**src/rtl/barrett_for_2131.sv**
```systemverilog
// ---------------------------------------------------------------------------
// barrett_for_2131
//
// Pipelined Barrett reducer: dout_r = din_a mod 2131 for any 23-bit unsigned
// din_a. The result is the canonical residue in [0, 2130].
//
// Handshake: valid-only streaming, no backpressure. A beat is transferred on
// every rising edge where din_valid = 1. The matching result is presented
// with dout_valid = 1 after the third rising edge following the sampling
// edge. Output order equals input order.
//
// Ports:
//   clk        in   1   system clock, rising edge
//   rst_n      in   1   asynchronous active-low reset, clears all pipeline state
//   din_a      in  23   unsigned operand x
//   din_valid  in   1   din_a valid this cycle
//   dout_r     out 12   x mod 2131 (holds last result while dout_valid = 0)
//   dout_valid out  1   dout_r valid this cycle
//   dout_ovf   out  1   present only with BARRETT_2131_OVF_EN defined: the
//                       input was >= 2131^2, outside the classic Barrett domain
//
// Optional feature macro: BARRETT_2131_OVF_EN
//
// Pipeline:
//   s0  capture din_a / din_valid (keeps the multiplier off the input pins)
//   s1  p = x * M, full 46-bit product, M = floor(2^34 / 2131)
//   s2  q = p >> 34, r0 = x - q*2131 in [0, 4261]
//   s3  single conditional subtraction -> dout_r
// ---------------------------------------------------------------------------
module barrett_for_2131 (
    input  logic        clk,
    input  logic        rst_n,
    input  logic [22:0] din_a,
    input  logic        din_valid,
    output logic [11:0] dout_r,
    output logic        dout_valid
`ifdef BARRETT_2131_OVF_EN
    ,
    output logic        dout_ovf
`endif
);

    localparam logic [22:0] BARRETT_M = 23'd8061881;
    localparam logic [12:0] MOD_N     = 13'd2131;
`ifdef BARRETT_2131_OVF_EN
    localparam logic [22:0] N_SQUARED = 23'd4541161;
`endif

    // Stage 0: input capture
    logic [22:0] x0_q;
    logic        v0_q;

    // Stage 1: full product
    logic [45:0] p_q,  p_d;
    logic [22:0] x1_q;
    logic        v1_q;

    // Stage 2: partial remainder
    logic [11:0] q_d;
    logic [12:0] r0_q, r0_d;
    logic        v2_q;

    // Stage 3: corrected result
    logic [11:0] r_q,  r_d;
    logic        v3_q;

    always_comb begin
        p_d  = 46'(x0_q) * 46'(BARRETT_M);
        // q is at most 3936, so the top 12 bits of the quotient hold it.
        q_d  = 12'(p_q >> 34);
        // True value is in [0, 4261]; wrapping in 24 bits then keeping 13 is exact.
        r0_d = 13'(24'(x1_q) - 24'(q_d) * 24'(MOD_N));
        // q underestimates floor(x/N) by at most one, so one subtraction suffices.
        r_d  = (r0_q >= MOD_N) ? 12'(r0_q - MOD_N) : r0_q[11:0];
    end

    always_ff @(posedge clk or negedge rst_n) begin
        if (!rst_n) begin
            x0_q <= '0;
            v0_q <= 1'b0;
            p_q  <= '0;
            x1_q <= '0;
            v1_q <= 1'b0;
            r0_q <= '0;
            v2_q <= 1'b0;
            r_q  <= '0;
            v3_q <= 1'b0;
        end else begin
            x0_q <= din_a;
            v0_q <= din_valid;
            p_q  <= p_d;
            x1_q <= x0_q;
            v1_q <= v0_q;
            r0_q <= r0_d;
            v2_q <= v1_q;
            // Result register only loads on a valid beat so dout_r holds the
            // last real residue during gaps.
            if (v2_q) begin
                r_q <= r_d;
            end
            v3_q <= v2_q;
        end
    end

    assign dout_r     = r_q;
    assign dout_valid = v3_q;

`ifdef BARRETT_2131_OVF_EN
    // Overflow flag rides alongside valid; qualified so it is never set on a
    // bubble.
    logic ovf1_q, ovf2_q, ovf3_q;

    always_ff @(posedge clk or negedge rst_n) begin
        if (!rst_n) begin
            ovf1_q <= 1'b0;
            ovf2_q <= 1'b0;
            ovf3_q <= 1'b0;
        end else begin
            ovf1_q <= v0_q && (x0_q >= N_SQUARED);
            ovf2_q <= ovf1_q;
            ovf3_q <= ovf2_q;
        end
    end

    assign dout_ovf = ovf3_q;
`endif

endmodule

```
**config.mk**
```make
export PLATFORM = sky130hd
export DESIGN_NAME = barrett_for_2131
export DESIGN_NICKNAME = d
export VERILOG_FILES = /design/src/rtl/barrett_for_2131.sv
export SDC_FILE = /design/constraint.sdc
export NUM_CORES = 1
export LEC_CHECK = 0
export CAP_MARGIN = 25
export CORE_MARGIN = 2
export CORE_UTILIZATION = 59
export CTS_CLUSTER_SIZE = 24
export DETAILED_ROUTE_END_ITERATION = 6
export GPL_TIMING_DRIVEN = 0
export PLACE_DENSITY = 0.86
export SYNTH_ARGS = -nofsm -noshare
export SYNTH_HDL_FRONTEND = slang
export SYNTH_SLANG_ARGS = --single-unit
```
**constraint.sdc**
```tcl
create_clock -name clk -period 5.9 [get_ports clk]
set_input_delay 0.59 -clock clk [delete_from_list [all_inputs] [get_ports clk]]
set_output_delay 0.59 -clock clk [all_outputs]
set_load 0.1 [all_outputs]
```
==> flow_summary.toml <==
[floorplanning]
row_count = 55
ios = 39
coreArea_um2 = 22800
die-area_um2 = 24500
initial_core_util = 0.603
die_width_um = 157
dieHeight_um = 157

[setup_path]
cp_max_fo = 4
ff2ff_path_depth = 22
r2r_slack_ps = -590
timing_worst_setup_path_type = "reg2reg"
regToRegStartpoint = "x0_q[5]"
end_kind = "flop"
cp.required_ps = 6090
critPathArrivalTime_ps = 6680
startpoint_type = "flop"
r2r_end = "p_q[34]"

[logic_synthesis]
ys_ff_latch = 77
synth_async_sr_flop_share = 1.00
ys_types = 52
ys_warn_count = 0
yosysTopAreaCell = "fa_1"
synth.top_cell.area_share = 0.339
synth_area_um2 = 13700
synth_ff_type = "dfrtp_1"
synth_seq_area_share = 0.140
synth-edff-count = 0
synthCells = 1320
synth_nets = 1874
yosys-top-cells-area = "fa_1 34%, ha_1 27%, dfrtp_1 14%, inv_1 10%, xnor2_1 2.4%"
avgSynthCellArea_um2 = 10.4

[clock_network]
cts_max_level = 3
cts_made_buffers = 9
clk_latency_ps = 350
clockBufferDepth = 2
cts_root_buffer = "clkbuf_16"
cts_tree = "yes"
ctsHoldBuffers = 0
cts_sinks = 77
clkSlewWorstSetupHoldPaths_ps = 70

[timing]
fin_ws_ps = -594
layout_min_cycle_time_ps = 6490
finalCritPeriodShare = 1.10
hold_viol = 0
rsz0062_at_grt = "true"
slew_violations = 0
skew_ps = 9.61
setup_viol = 11
worst_slew_pin_slew_ps = 968
relSlewSlack = 0.352
max_freq_mhz = 154

[layout]
area_growth_pct = 15.8
finalNetCount = 1983
drive_gt1_frac = 0.142
antenna_cells = 0

[global_routing]
antenna_found_initial = 0
grtUsageMet2 = 0.531
grt_use_met1 = 0.344
grt_most_used_layer = "met2"
grt_pass1_wl_mm = 55.9
grt_max_degree = 62
met3_usage = 0.0750
grt.total_usage = 0.304
grt-ovfl-total = 0
first_global_vias = 11200

[place]
pre_cts_slack_ps = -770
numPortBuffers = 38
routabilityCongestion = 1.03
dp.final_hpwl_mm = 26.5

[hold_path]
hold_path.class = "in2async"

[run_status]
violations = "design-rule violations, negative setup slack"
status = "finished, violations left"

[routing]
drcViolationCount = 18
routed_wl_mm = 39.7
drt_iter0_markers = 1031
firstDrtPassIters = 7
routedWlPerCell_um = 22.7
via_per_inst = 6.00
ant_nets = 0
num_vias = 10500

[job]
cap_violations = 0
routing by layer:
| metal | routed length [um] | part of all wire |
|---|---|---|
| met5 | 0 | 0 |
| met4 | 3260 | 0.082 |
| met3 | 3820 | 0.096 |
| met2 | 19100 | 0.48 |
| met1 | 13500 | 0.34 |
state kept, by name, indices dropped and copies added (netlist names):
name,cells
x0_q,23
r0_q,13
x1_q,13
dout_r,12
p_q,12
dout_valid,1
v0_q,1
v1_q,1
v2_q,1
critical path: stages, from the launching register on:
cell and delay, ps:
dfrtp_2 500, buf_4 200, ha_4 280, inv_1 50
fa_1 480, fa_1 560, inv_1 50, ha_1 210
fa_1 510, inv_1 60, fa_1 500, inv_1 70
fa_1 470, ha_1 330, o21ai_0 160, nor2_2 320
o211ai_1 170, buf_4 210, a21oi_2 120, o211ai_1 180
buf_4 200, and3_1 190, a2111oi_2 520
cells in the final DEF (no fill, tap or decap), types with 19 or more instances in the layout:
master           Yosys  layout
a21oi_1             49      42
buf_4                0      56
clkdlybuf4s50_1      0      37
dfrtp_1             77      54
fa_1               233     229
ha_1               295     277
inv_1              370     347
inv_2                0      19
nand2_1             33      32
nor2_1              61      56
xnor2_1             38      37
cells in the mapped netlist (2+ instances only):
cell type / count
a211o_1: 2
nor2b_1: 3
o211ai_1: 6
clkbuf_1: 4
mux2i_1: 2
nor3_1: 14
o21ai_0: 26
o31ai_1: 2
a31oi_1: 5
a211oi_1: 6
a21boi_0: 2
a21o_1: 13
nor3_2: 2
nor4_1: 2
o21a_1: 5
dfrtp_1: 77
a21oi_1: 49
o21bai_1: 5
nor4_2: 2
nand4_1: 4
fa_1: 233
and3_1: 9
ha_1: 295
or3_1: 3
xnor2_1: 38
nand2_1: 33
xor2_1: 7
inv_1: 370
a32o_1: 2
a2111oi_0: 2
nand3_1: 10
nor2_1: 61
a221oi_1: 2
o41ai_1: 2
or2_2: 2
nand2b_1: 3
mux2_2: 2
kinds of logic (layout without fill, tap and decap cells):
logic type,count (synthesis),in the layout,share of synthesized area
AO/OA/AOI/OAI,138,138,0.0646
multiplexers,4,4,0.00310
AND/OR/NAND/NOR,153,153,0.0523
buffers and inverters,375,489,0.103
XOR/XNOR,45,45,0.0287
flip-flops,77,77,0.140
adder cells (fa/ha/maj),528,528,0.608
how the worst max path moves through the flow:
stage / endpoint / cells past startpoint / from / slack, ps
after global placement: p_q[44] / 19 / x0_q[7] / -670
after global routing: p_q[34] / 22 / x0_q[5] / -740
final: p_q[34] / 22 / x0_q[5] / -590
after CTS: p_q[43] / 19 / x0_q[6] / -50
after detailed placement: p_q[43] / 21 / x0_q[18] / -770
after floorplan: p_q[43] / 19 / x0_q[3] / 40
repair_timing:
action	in CTS	in global routing
buffers inserted	38	22
gates resized for setup	64	90
pin swaps	14	41
endpoints found under the setup margin	12	12
area by class of cell:
cell class / count / area (um^2)
clock buffer: 10 / 239
clock inverter: 6 / 70.1
inverter: 370 / 1400
multi-input combinational: 868 / 10900
timing repair buffer: 99 / 883
buffer: 4 / 22.5
sequential: 77 / 1980
fill: 1424 / 6870
tap: 313 / 392
per-stage QoR:
step,util,instance area (um^2),setup TNS (ps),hold slack [ps],cells
after floorplan,-,13700,0,294,1320
after global placement,0.637,14500,-5440,335,1671
after detailed placement,0.638,14500,-6310,337,1672
after CTS,0.674,15400,-73.0,105,1726
after global routing,0.698,15900,-4150,110,1747
final,0.698,15900,-2890,101,1747
Power is left out: the tool's default activity adds up to more than one toggle a clock period on the data nets, which glitch-free logic cannot reach.
